==> config.mk <==
export PLATFORM = sky130hd
export DESIGN_NAME = calc_sequencer
export DESIGN_NICKNAME = d
export VERILOG_FILES = /design/src/rtl/calc_sequencer.sv
export SDC_FILE = /design/constraint.sdc
export NUM_CORES = 1
export LEC_CHECK = 0
export ABC_AREA = 1
export CAP_MARGIN = 10
export CORE_MARGIN = 5
export CORE_UTILIZATION = 25
export DETAILED_ROUTE_END_ITERATION = 10
export GPL_ROUTABILITY_DRIVEN = 0
export SLEW_MARGIN = 20
export SYNTH_ARGS = -nofsm -noshare
export SYNTH_HDL_FRONTEND = slang
export SYNTH_SLANG_ARGS = --single-unit
export TNS_END_PERCENT = 10
==> constraint.sdc <==
create_clock -name clk -period 5.7 [get_ports clk]
set_input_delay 1.14 -clock clk [delete_from_list [all_inputs] [get_ports clk]]
set_output_delay 1.14 -clock clk [all_outputs]
set_load 0.01 [all_outputs]
==> src/rtl/calc_sequencer.sv <==
// calc_sequencer: operand-entry and calculation sequencer for the calculator datapath.
// The user enters NUM_OPERANDS operands with one confirm button. The sequencer then folds
// them left-to-right through the selected operation, one step per cycle, and holds the
// result until the user restarts or cancels.
module calc_sequencer #(
    parameter int WIDTH        = 8,
    parameter int NUM_OPERANDS = 2,
    parameter int IW           = (NUM_OPERANDS > 2) ? $clog2(NUM_OPERANDS) : 1,
    parameter int RW           = 2 * WIDTH
) (
    input  logic             clk,
    input  logic             reset,
    input  logic             confirm,
    input  logic             cancel,
    input  logic [WIDTH-1:0] data_in,
    input  logic [1:0]       op_in,
    output logic [2:0]       state,
    output logic [IW-1:0]    operand_idx,
    output logic [RW-1:0]    result,
    output logic             result_valid,
    output logic             overflow,
    output logic             busy
);

    typedef enum logic [2:0] {
        IDLE     = 3'd0,
        ENTRY    = 3'd1,
        ENTRY_WR = 3'd2,
        CALC     = 3'd3,
        DONE     = 3'd4,
        DONE_WR  = 3'd5
    } stateT;

    typedef enum logic [1:0] {
        OP_ADD = 2'b00,
        OP_SUB = 2'b01,
        OP_MUL = 2'b10,
        OP_AND = 2'b11
    } opT;

    // Index of the final operand. The operation code is captured with it, and
    // the calculation finishes on the step that consumes it.
    localparam logic [IW-1:0] LAST_IDX = IW'(NUM_OPERANDS - 1);

    stateT            stateQ;
    logic [IW-1:0]    idxQ;
    logic [IW-1:0]    stepQ;
    logic [1:0]       opcodeQ;
    logic [RW-1:0]    accQ;
    logic [RW-1:0]    resultQ;
    logic             validQ;
    logic             overflowQ;
    logic             busyQ;
    logic [WIDTH-1:0] operandQ [NUM_OPERANDS];

    logic [RW-1:0]    operandExt;
    logic [RW:0]      sumFull;
    logic [RW:0]      diffFull;
    logic [2*RW-1:0]  prodFull;
    logic [RW-1:0]    accD;
    logic             stepOvfD;

    // One fold step: combine the accumulator with the current operand, and flag any
    // unsigned overflow (carry, borrow or truncated product bits) from that step.
    always_comb begin
        operandExt = RW'(operandQ[stepQ]);
        sumFull    = {1'b0, accQ} + {1'b0, operandExt};
        diffFull   = {1'b0, accQ} - {1'b0, operandExt};
        prodFull   = {{RW{1'b0}}, accQ} * {{RW{1'b0}}, operandExt};
        accD       = accQ;
        stepOvfD   = 1'b0;
        case (opcodeQ)
            OP_ADD: begin
                accD     = sumFull[RW-1:0];
                stepOvfD = sumFull[RW];
            end
            OP_SUB: begin
                accD     = diffFull[RW-1:0];
                stepOvfD = diffFull[RW];
            end
            OP_MUL: begin
                accD     = prodFull[RW-1:0];
                stepOvfD = |prodFull[2*RW-1:RW];
            end
            default: begin
                accD     = accQ & operandExt;
                stepOvfD = 1'b0;
            end
        endcase
    end

    // Sequencer FSM: reset, then cancel, then the per-state behaviour. All outputs are registered here.
    always_ff @(posedge clk) begin
        if (reset) begin
            stateQ    <= IDLE;
            idxQ      <= '0;
            stepQ     <= '0;
            opcodeQ   <= '0;
            accQ      <= '0;
            resultQ   <= '0;
            validQ    <= 1'b0;
            overflowQ <= 1'b0;
            busyQ     <= 1'b0;
            for (int i = 0; i < NUM_OPERANDS; i++) begin
                operandQ[i] <= '0;
            end
        end else if (cancel && (stateQ != IDLE)) begin
            // Abort back to the first operand. Captured operands and the last result stay as they are.
            stateQ    <= ENTRY;
            idxQ      <= '0;
            validQ    <= 1'b0;
            overflowQ <= 1'b0;
            busyQ     <= 1'b0;
        end else begin
            case (stateQ)
                IDLE: begin
                    stateQ <= ENTRY;
                    busyQ  <= 1'b0;
                end
                ENTRY: begin
                    if (confirm) begin
                        operandQ[idxQ] <= data_in;
                        if (idxQ == LAST_IDX) begin
                            opcodeQ <= op_in;
                        end
                        stateQ <= ENTRY_WR;
                    end
                end
                ENTRY_WR: begin
                    // Wait for the button release so that a long press captures only once.
                    if (!confirm) begin
                        if (idxQ != LAST_IDX) begin
                            idxQ   <= idxQ + IW'(1);
                            stateQ <= ENTRY;
                        end else begin
                            accQ      <= RW'(operandQ[0]);
                            stepQ     <= IW'(1);
                            overflowQ <= 1'b0;
                            busyQ     <= 1'b1;
                            stateQ    <= CALC;
                        end
                    end
                end
                CALC: begin
                    accQ      <= accD;
                    overflowQ <= overflowQ | stepOvfD;
                    stepQ     <= stepQ + IW'(1);
                    if (stepQ == LAST_IDX) begin
                        resultQ <= accD;
                        validQ  <= 1'b1;
                        busyQ   <= 1'b0;
                        stateQ  <= DONE;
                    end
                end
                DONE: begin
                    if (confirm) begin
                        stateQ <= DONE_WR;
                    end
                end
                DONE_WR: begin
                    if (!confirm) begin
                        idxQ      <= '0;
                        validQ    <= 1'b0;
                        overflowQ <= 1'b0;
                        stateQ    <= ENTRY;
                    end
                end
                default: begin
                    // Codes 6 and 7 are unreachable. They recover to IDLE.
                    stateQ <= IDLE;
                    busyQ  <= 1'b0;
                end
            endcase
        end
    end

    assign state        = stateQ;
    assign operand_idx  = idxQ;
    assign result       = resultQ;
    assign result_valid = validQ;
    assign overflow     = overflowQ;
    assign busy         = busyQ;

endmodule

# After elaboration in Yosys (flattened, before gate mapping)
# Memory sizes are Yosys's and may differ from the RTL's. A register that Yosys moved wholly into a read port is not among the register bits.
# Cells that the tools add are included.
[word_totals]
regBits = 42
ramBits = 16
input_bits = 14
n_memories = 1
[classes]
add_sub_neg = 4
mul = 1
n_eq_ne = 18
muxes = 39
bitwise = 4
n_reduce_logical = 21
[memory_table]
columns = ["memory", "depth", "width", "read_ports", "rd_ports_with_merged_regs", "wr", "line_no", "text"]
rows = [
  ["operandQ", 2, 8, 2, 1, 2, "54", "logic [WIDTH-1:0] operandQ [NUM_OPERANDS];"],
]
[ops]
columns = ["op", "count"]
rows = [
  ["16-bit case mux with 3 select lines", 1],
  ["16-bit two-way mux", 2],
  ["16-bit case mux with 2 select lines", 1],
  ["16-bit by 8-bit multiplier with 24-bit output", 1],
  ["1-bit two-way mux", 21],
  ["3-bit case mux with 6 select lines", 1],
  ["16-bit by 8-bit adder with 17-bit output", 1],
  ["16-bit by 8-bit subtractor with 17-bit output", 1],
  ["16-bit by 8-bit bitwise AND with 16-bit output", 1],
  ["4-bit AND reduction", 4],
  ["8-bit OR reduction", 2],
  ["3-bit two-way mux", 5],
  ["3-bit inequality test (second input constant)", 5],
  ["2-bit inequality test (second input constant)", 6],
  ["5-bit AND reduction", 2],
  ["1-bit case mux with 3 select lines", 3],
  ["3-bit AND reduction", 3],
  ["8-bit two-way mux", 1],
  ["3-bit by 2-bit == test with 1-bit output (second input constant)", 2],
  ["3-bit == test (second input constant)", 2],
  ["1-bit case mux with 2 select lines", 3],
  ["2-bit nonzero test", 3],
  ["3-bit nonzero test", 2],
  ["3-bit by 1-bit == test with 1-bit output (second input constant)", 1],
  ["11 further kinds", 13],
]

# Depth between registers and ports, before layout
# Gate-level depths: netlist of run 1.
[depth]
ltp_word = 7
ltp_mapped = 31
mapped_depth_nobuf = 30

# Least setup slack after synthesis of run 1
# Ideal clock, no wire load.
[synth_path]
kind = "register to register"
start = "register with a tool-made name"
end = "register overflowQ (netlist: overflow)"
arrival_ps = 4649
required_time_ps = 5581
path_slack_ps = 932
path_stages_with_launch = 28
path_buffers = 2
path_cell_list = "dfxtp_1 > clkbuf_1 > nand2_1 > o21ai_0 > clkbuf_1 > nor2_1 > fa_1 > inv_1 > fa_1 > fa_1 > inv_1 > fa_1 > ha_1 > nand2_1 > nor2_1 > inv_2 > nor2_1 > nand3b_1 > nand3_1 > nand2_1 > nand2_1 > nand2_1 > nor2_1 > nand2_1 > nand2_1 > nand2_1 > nand2_1 > a21oi_1"
[synth_rtl]
columns = ["item", "line_no", "text"]
rows = [
  ["end signal: assignment", "146", "overflowQ <= overflowQ | stepOvfD;"],
  ["end: declaration", "52", "logic overflowQ;"],
]

==> results of run 1 <==
==> area by class of cell <==
type                       count  area [sq um]
tap                          442           553
timing repair buffer          50           465
fill                        3569         23100
clock inverter                 7          67.6
clock buffer                   9           225
sequential                    59          1340
inverter                     256           966
multi-input combinational    864          5710
==> cell usage after synthesis (3+ instances only) <==
| cell type | count |
|---|---|
| nand4_1 | 15 |
| nor2_1 | 178 |
| o21ai_0 | 30 |
| a211oi_1 | 3 |
| nand3b_1 | 5 |
| clkinv_1 | 4 |
| buf_2 | 9 |
| nand2_1 | 268 |
| ha_1 | 60 |
| nor3_1 | 8 |
| buf_4 | 7 |
| nand2_2 | 8 |
| edfxtp_1 | 16 |
| inv_1 | 229 |
| o211ai_1 | 4 |
| a21oi_1 | 71 |
| clkbuf_1 | 14 |
| nand3_2 | 6 |
| o21bai_1 | 3 |
| inv_2 | 22 |
| nor2_2 | 7 |
| o21ai_1 | 29 |
| dfxtp_1 | 43 |
| nand3_1 | 55 |
| or2_2 | 4 |
| fa_1 | 86 |
| a21oi_2 | 5 |
==> sequential cells by signal, summed over array words and instances (netlist names), named ones only <==
register,cells
result,16
operand_idx,1
overflow,1
result_valid,1
accQ,16
opcodeQ,2
stepQ,1
operandQ,16
busy,1
state,3
==> cell usage in the layout (no fill, tap or decap), types with 29 or more instances in the layout <==
master / Yosys / layout
nand2_1: 268 / 268
inv_1: 229 / 229
nor2_1: 178 / 178
fa_1: 86 / 86
a21oi_1: 71 / 71
ha_1: 60 / 60
nand3_1: 55 / 55
dfxtp_1: 43 / 42
clkdlybuf4s50_1: 0 / 36
o21ai_0: 30 / 30
o21ai_1: 29 / 29
==> worst paths after layout <==
kind,from,end,slack (ns)
max,operandQ[0][4]$_SDFFCE_PN0P_,overflow$_SDFFE_PP0P_,0.53
min reg2reg,busy$_SDFFE_PP0P_,busy$_SDFFE_PP0P_,0.45
min,busy$_SDFFE_PP0P_,busy$_SDFFE_PP0P_,0.45
max reg2reg,operandQ[0][4]$_SDFFCE_PN0P_,overflow$_SDFFE_PP0P_,0.53
==> per-layer routing <==
layer / GRT usage [%] / wire [um]
met3: 1.35 / 1170
met5: 0 / 0
met1: 18.1 / 11200
met2: 22.0 / 10800
met4: 4.12 / 654
==> where the power goes <==
| group | switching, W | total [W] | internal (W) |
|---|---|---|---|
| Clock | 0.000199 | 0.000535 | 0.000336 |
| Combinational | 0.000593 | 0.000876 | 0.000283 |
| Sequential | 0.0000495 | 0.000519 | 0.000470 |
| Total | 0.000841 | 0.00193 | 0.00109 |
==> through the flow <==
stage | std cells | power [W] | hold WS (ns) | utilization (%)
5_1_grt | 1687 | 0.00208 | 0.479 | 28.8
3_5_place_dp | 1671 | 0.00140 | 0.444 | 27.9
3_3_place_gp | 1671 | 0.00138 | 0.444 | 27.9
2_1_floorplan | 1211 | 0.00113 | 0.472 | -
4_1_cts | 1687 | 0.00193 | 0.452 | 28.8
6_report | 1687 | 0.00193 | 0.446 | 28.8
==> cells by family (layout without fill, tap and decap cells) <==
kind of cell / after synthesis / after routing / synth area share [%]
AND/OR/NAND/NOR: 558 / 558 / 28.5
buffers and inverters: 288 / 322 / 13.8
AO/OA/AOI/OAI: 157 / 157 / 10.8
adder cells (fa/ha/maj): 146 / 146 / 30.2
flip-flops: 59 / 59 / 16.4
XOR/XNOR: 3 / 3 / 0.321
==> worst max-delay path, delay by kind of cell, from the launching register on <==
family                     cells  cell delay (ns)
adders and majority gates      6             2.63
and+or+nand+nor               14             1.34
buffers and inverters          3             0.28
AOI/OAI and AO/OA              2             0.31
DFF                            1             0.45
==> flow_summary.json, run 1 <==
{
  "first_pass_iters": 5,
  "fin_nets": 1400,
  "io_buffers": 36,
  "die-area_sq_um": 36500,
  "grt_max_degree": 24,
  "wl_mm": 23.8,
  "clock_skew_ns": 0.00829,
  "ctsRootBufferMaster": "clkbuf_16",
  "synth.yosys.seq_area_share_pct": 16.4,
  "max_freq_ghz": 0.194,
  "synth_edf_count": 16,
  "period_share_pct": 90.7,
  "insertion_delay_ns": 0.33,
  "vdd_drop_max_v": 0.000230,
  "critPathArrivalTime_ns": 5.36,
  "worst_slack_ns": 0.532,
  "cp_slowest_cell": "fa_1",
  "num_io_pins": 37,
  "viasPerCell": 4.58,
  "reg2reg_depth": 25,
  "grt_util_all_layers_pct": 13.2,
  "drtAntennaViolNets": 0,
  "postCtsHoldBufs": 0,
  "dp_hpwl_mm": 19.6,
  "wl_per_cell_um": 14.1,
  "postSynthAreaPerCell_sq_um": 6.76,
  "synth.largest_area_cell": "fa_1",
  "critPathKind": "flip-flop to flip-flop",
  "cts_buffer_depth": 2,
  "synth_top_cells_by_area": "fa_1 21%, nand2_1 12%, dfxtp_1 11%",
  "path_clk_slew_ns": 0.06,
  "synthCells": 1211,
  "min_path_type": "flip-flop to flip-flop",
  "vias": 7727,
  "row_count": 66,
  "synthToLayoutAreaGrowth_pct": 14.0,
  "cts_tree": "built",
  "final_area_sq_um": 9330,
  "layout-drive-gt1-share_pct": 7.15,
  "start_util_pct": 25.2,
  "antenna_found_initial": 0,
  "holdPathStages": 2,
  "worstMarginPinSlew_ns": 0.920,
  "die_x_um": 191,
  "h-tree-depth": 3,
  "crit_fanout": 6,
  "power_leakage_nw": 4.53,
  "synth_top_cell_area_share_pct": 21.0,
  "clkSinkCount": 59,
  "synth_area_sq_um": 8190,
  "max_stage_delay_ns": 0.52,
  "n_antenna_cell": 0,
  "finalSetupTns_ns": 0,
  "async_reset_ff_share_pct": 0,
  "setup_viol_count_final": 0,
  "ys_warn_count": 0,
  "status": "finished, final reports clean",
  "syn_nets": 1371,
  "drv_cap": 0,
  "core_region_area_sq_um": 32500,
  "fp.dieH_um": 191,
  "slew_viol_final": 0,
  "period_needed_ns": 5.17,
  "dp_worst_setup_slack_ns": 0.482,
  "crit_path_frequent_cell": "nand2_1",
  "cts-resized-gates": 0,
  "relSlewSlack_pct": 38.5,
  "cts_buffers": 9,
  "synth_flop_cell": "dfxtp_1",
  "p_per_area_nw_per_um2": 207,
  "grt_overflow": 0,
  "ys_ff_latch": 59,
  "postPlaceCellArea_sq_um": 9040,
  "critPathRequiredTime_ns": 5.89,
  "grt_pass1_wl_mm": 39.3,
  "post_cts_buffers": 0,
  "grt_pass1_vias": 7713,
  "drt_first_iter_violations": 624,
  "rsz0062_at_grt": "false",
  "worstSetupEndpointType": "flip-flop",
  "startpoint_type": "flip-flop",
  "drc": 0,
  "yosysUniqueCellTypes": 44,
  "hold_violations": 0
}
Note: power is estimated with default switching activity, not from simulation.
==> run 2, diff against run 1 <==
Settings changed: CAP_MARGIN 10 to default, GPL_ROUTABILITY_DRIVEN 0 to default, PLACE_DENSITY from default to 0.4.
==> flow_summary.json, run 2 (synthesis results as in run 1) <==
{
  "p_seq_share_pct": 26.7,
  "grt_util_all_layers_pct": 15.3,
  "slew_viol_final": 0,
  "p_int_w": 0.00105,
  "critPathKind": "flip-flop to flip-flop",
  "switchingPower_w": 0.000889,
  "layout-drive-gt1-share_pct": 7.89,
  "drc": 0,
  "reg2reg_depth": 27,
  "vdd_drop_max_v": 0.000157,
  "p_sw_share_pct": 45.8,
  "p_comb_share_pct": 46.9,
  "critPathArrivalTime_ns": 5.46,
  "pwr-share-clk_pct": 26.4,
  "finalSetupTns_ns": 0,
  "grt_busiest_layer": "met2",
  "grt_max_degree": 24,
  "power_leakage_nw": 4.57,
  "wl_per_cell_um": 15.8,
  "fp.dieH_um": 191,
  "clock_skew_ns": 0.0122,
  "multi_input_area_sq_um": 5710,
  "rsz0062_at_grt": "false",
  "die-area_sq_um": 36500,
  "first_pass_iters": 5,
  "die_x_um": 191,
  "cts_tree": "built",
  "max_freq_ghz": 0.190,
  "layout_commonest_cell": "nand2_1",
  "clkSinkCount": 59,
  "use_met3_pct": 1.50,
  "min_path_type": "flip-flop to flip-flop",
  "setup_viol_count_final": 0,
  "seqCellArea_sq_um": 1350,
  "worstSetupEndpointType": "flip-flop",
  "grt_use_met1_pct": 21.1,
  "synthToLayoutAreaGrowth_pct": 14.7,
  "core_region_area_sq_um": 32500,
  "postPlaceCellArea_sq_um": 9110,
  "gp_congestion": 0.848,
  "wl_mm": 26.9,
  "relSlewSlack_pct": 28.1,
  "ctsRootBufferMaster": "clkbuf_16",
  "status": "finished, final reports clean",
  "viasPerCell": 4.47,
  "worstMarginPinSlew_ns": 1.07,
  "start_util_pct": 25.2,
  "row_count": 66,
  "holdPathStages": 2,
  "drv_cap": 0,
  "grt_overflow": 0,
  "fin_nets": 1410,
  "io_buffers": 36,
  "final_area_sq_um": 9390,
  "startpoint_type": "flip-flop",
  "dp_hpwl_mm": 22.2,
  "cts_buffers": 9,
  "hold_violations": 0,
  "num_io_pins": 37,
  "drt_first_iter_violations": 472,
  "crit_fanout": 7,
  "antenna_found_initial": 0,
  "path_clk_slew_ns": 0.06,
  "post_cts_buffers": 0,
  "p_per_area_nw_per_um2": 207,
  "met2_usage_pct": 26.0,
  "h-tree-depth": 3,
  "grt_pass1_vias": 7955,
  "drtAntennaViolNets": 0,
  "insertion_delay_ns": 0.33,
  "vias": 7579,
  "period_share_pct": 92.4,
  "total_power_w": 0.00194,
  "period_needed_ns": 5.27,
  "final_cell_mix": "268 x nand2_1, 229 x inv_1, 178 x nor2_1",
  "n_antenna_cell": 0,
  "cts_buffer_depth": 2,
  "critPathRequiredTime_ns": 5.89,
  "n_fill_cell": 3599,
  "grt_pass1_wl_mm": 44.1
}
[run 2: repair_timing]
action / CTS / global route
hold buffers: 0 / 0
resized for setup: 0 / 4
setup endpoints to repair: 0 / 4
[run 2: metrics by stage]
stage	hold WS [ns]	setup WS (ns)	utilization, %	cells
floorplan	0.472	0.932	-	1211
global placement	0.443	0.158	28.1	1681
detailed placement	0.441	0.158	28.1	1681
CTS	0.453	0.123	28.9	1697
global route	0.487	0.0374	28.9	1697
finish	0.449	0.431	28.9	1697
[run 2: power groups by stage]
stage	Sequential, W	Clock [W]	Combinational, W
after floorplan	0.000514	0	0.000613
after global placement	0.000528	0	0.000914
after detailed placement	0.000526	0	0.000911
after CTS	0.000518	0.000524	0.000915
after global routing	0.000524	0.000539	0.00103
final	0.000518	0.000512	0.000910
[run 2: worst paths after layout]
path / start / endpoint / slack (ns)
setup / recovery: operandQ[0][6]$_SDFFCE_PN0P_ / overflow$_SDFFE_PP0P_ / 0.43
hold / removal: busy$_SDFFE_PP0P_ / busy$_SDFFE_PP0P_ / 0.45
setup reg to reg: operandQ[0][6]$_SDFFCE_PN0P_ / overflow$_SDFFE_PP0P_ / 0.43
hold reg to reg: busy$_SDFFE_PP0P_ / busy$_SDFFE_PP0P_ / 0.45
[run 2: cell type report]
class	instances	area share [%]
Sequential cell	59	14.3
Tap cell	442	5.89
Multi-Input combinational cell	864	60.9
Inverter	256	10.3
Clock buffer	10	2.44
Timing Repair Buffer	60	5.76
Clock inverter	6	0.453
[run 2: metal layers]
metal / up-vias / share of wire [%] / routed length (um)
li1: 3819 / - / -
met1: 3626 / 49 / 13200
met2: 106 / 47 / 12500
met3: 28 / 2.6 / 707
met4: 0 / 1.6 / 440
met5: - / 0 / 0
[run 2: worst max-delay path: stages, from the launching register on]
cell and delay [ns]:
edfxtp_1 0.43, o21ai_0 0.25, inv_1 0.22, ha_1 0.29
fa_1 0.55, fa_1 0.44, fa_1 0.51, inv_1 0.05
fa_1 0.47, inv_1 0.04, ha_1 0.34, nand2_1 0.16
inv_1 0.08, nand2_1 0.05, nand2_1 0.09, clkinv_1 0.06
nand3_1 0.15, nand2_1 0.13, nand2_1 0.08, nand2_1 0.05
nand2_1 0.05, nand2_1 0.05, nor2_1 0.12, nand2_1 0.12
nand2_1 0.15, nand2_1 0.08, nand2_1 0.06, a21oi_1 0.06
==> run 3, diff against run 2 <==
Settings changed: CORE_MARGIN 5 to 3, CORE_UTILIZATION 25 to 55, HOLD_SLACK_MARGIN from default to 0.08, PLACE_DENSITY 0.4 to 0.74.
==> flow_summary.json, run 3 (synthesis results as in run 1) <==
{
  "crit_fanout": 16,
  "cts_tree": "built",
  "drtAntennaViolNets": 0,
  "critPathRequiredTime_ns": 5.90,
  "gp_congestion": 1.01,
  "p_sw_share_pct": 43.0,
  "cts_buffers": 9,
  "period_share_pct": 93.9,
  "n_antenna_cell": 0,
  "hold_violations": 0,
  "ctsRootBufferMaster": "clkbuf_16",
  "wl_mm": 22.7,
  "start_util_pct": 57.7,
  "total_power_w": 0.00200,
  "n_fill_cell": 1364,
  "critPathKind": "flip-flop to flip-flop",
  "power_leakage_nw": 4.56,
  "crit_path_frequent_cell": "nand2_1",
  "path_clk_slew_ns": 0.06,
  "p_seq_share_pct": 25.7,
  "pwr-share-clk_pct": 29.8,
  "worstSetupEndpointType": "flip-flop",
  "grt_pass1_wl_mm": 37.6,
  "cp_slowest_cell": "dfxtp_1",
  "grt_util_all_layers_pct": 29.0,
  "relSlewSlack_pct": 58.6,
  "grt_pass1_vias": 7710,
  "slew_viol_final": 0,
  "clock_skew_ns": 0.0101,
  "startpoint_type": "flip-flop",
  "critPathArrivalTime_ns": 5.55,
  "drt_first_iter_violations": 567,
  "layout_commonest_cell": "nand2_1",
  "row_count": 43,
  "p_per_area_nw_per_um2": 221,
  "final_cell_mix": "268 x nand2_1, 229 x inv_1, 178 x nor2_1",
  "p_int_w": 0.00114,
  "p_comb_share_pct": 44.5,
  "cts_buffer_depth": 2,
  "h-tree-depth": 3,
  "wl_per_cell_um": 15.9,
  "grt_overflow": 0,
  "setup_viol_count_final": 0,
  "worstMarginPinSlew_ns": 0.621,
  "core_region_area_sq_um": 14200,
  "viasPerCell": 5.45,
  "vdd_drop_max_v": 0.000259,
  "switchingPower_w": 0.000860,
  "insertion_delay_ns": 0.34,
  "finalSetupTns_ns": 0,
  "rsz0062_at_grt": "false",
  "drc": 0,
  "die-area_sq_um": 16400,
  "drv_cap": 0,
  "period_needed_ns": 5.35,
  "dp_hpwl_mm": 18.4,
  "first_pass_iters": 5,
  "fin_nets": 1403,
  "min_path_type": "flip-flop to flip-flop",
  "num_io_pins": 37,
  "max_stage_delay_ns": 0.57,
  "io_buffers": 36,
  "antenna_found_initial": 0,
  "status": "finished, final reports clean",
  "grt_max_degree": 24,
  "max_freq_ghz": 0.187,
  "post_cts_buffers": 0,
  "clkSinkCount": 59,
  "fp.dieH_um": 128,
  "synthToLayoutAreaGrowth_pct": 10.6,
  "vias": 7781,
  "layout-drive-gt1-share_pct": 7.37,
  "die_x_um": 128
}
-- run 3: changes by cell type in the layout (fill, tap and decap cells not counted), moves of 2 or more --
cell and change:
buf_4 -7, o21ai_1 -2, o21ai_0 +2, bufinv_16 +2
-- run 3: layout make-up --
type	instances	area, sq um	area share, %
clock buffer	9	225	2.49
multi-input combinational	864	5710	63.1
timing repair buffer	53	488	5.39
inverter	256	966	10.7
clock inverter	7	98.8	1.09
sequential	59	1340	14.8
tap	180	225	2.49
-- run 3: worst paths after layout --
| kind | start | to | cells after the start | slack (ns) |
|---|---|---|---|---|
| max reg2reg | flip-flop | overflow$_SDFFE_PP0P_ | 25 | 0.35 |
| min reg2reg | busy$_SDFFE_PP0P_ | busy$_SDFFE_PP0P_ | 2 | 0.46 |
| min | busy$_SDFFE_PP0P_ | busy$_SDFFE_PP0P_ | 2 | 0.46 |
| max | flip-flop | overflow$_SDFFE_PP0P_ | 25 | 0.35 |
-- run 3: layer usage --
metal / up-vias / global-route usage [%] / wire [um]
met2: 329 / 46.5 / 10200
met5: - / 0 / 0
li1: 3797 / - / -
met1: 3601 / 39.5 / 9970
met4: 0 / 8.61 / 678
met3: 54 / 6.33 / 1940
-- run 3: critical path, delay by kind of cell (launching register included) --
family,cells,cell delay (ns)
fa+ha+maj,6,2.69
simple gates,14,1.32
flops,1,0.57
compound gates,2,0.31
buf+inv,3,0.31
-- run 3: repair_timing --
action,4_1_cts,5_1_grt
resized for setup,0,1
endpoints found under the setup margin,0,2
hold buffers,0,0
-- run 3: per-stage QoR --
step           instance area (sq um)  hold slack, ns  utilization [%]  worst slack [ns]  std cells
5_1_grt                         9060           0.486             63.8            0.0299       1428
4_1_cts                         9060           0.460             63.8             0.401       1428
2_1_floorplan                   8190           0.472                -             0.932       1211
3_5_place_dp                    8730           0.447             61.5             0.423       1412
6_report                        9060           0.463             63.8             0.347       1428
3_3_place_gp                    8730           0.451             61.5             0.503       1412
-- run 3: power groups by stage --
stage / registers, W / clock network [W] / logic (W)
final: 0.000515 / 0.000595 / 0.000890
after global routing: 0.000520 / 0.000618 / 0.000989
after CTS: 0.000514 / 0.000602 / 0.000873
after detailed placement: 0.000522 / 0 / 0.000865
after global placement: 0.000522 / 0 / 0.000856
after floorplan: 0.000514 / 0 / 0.000613
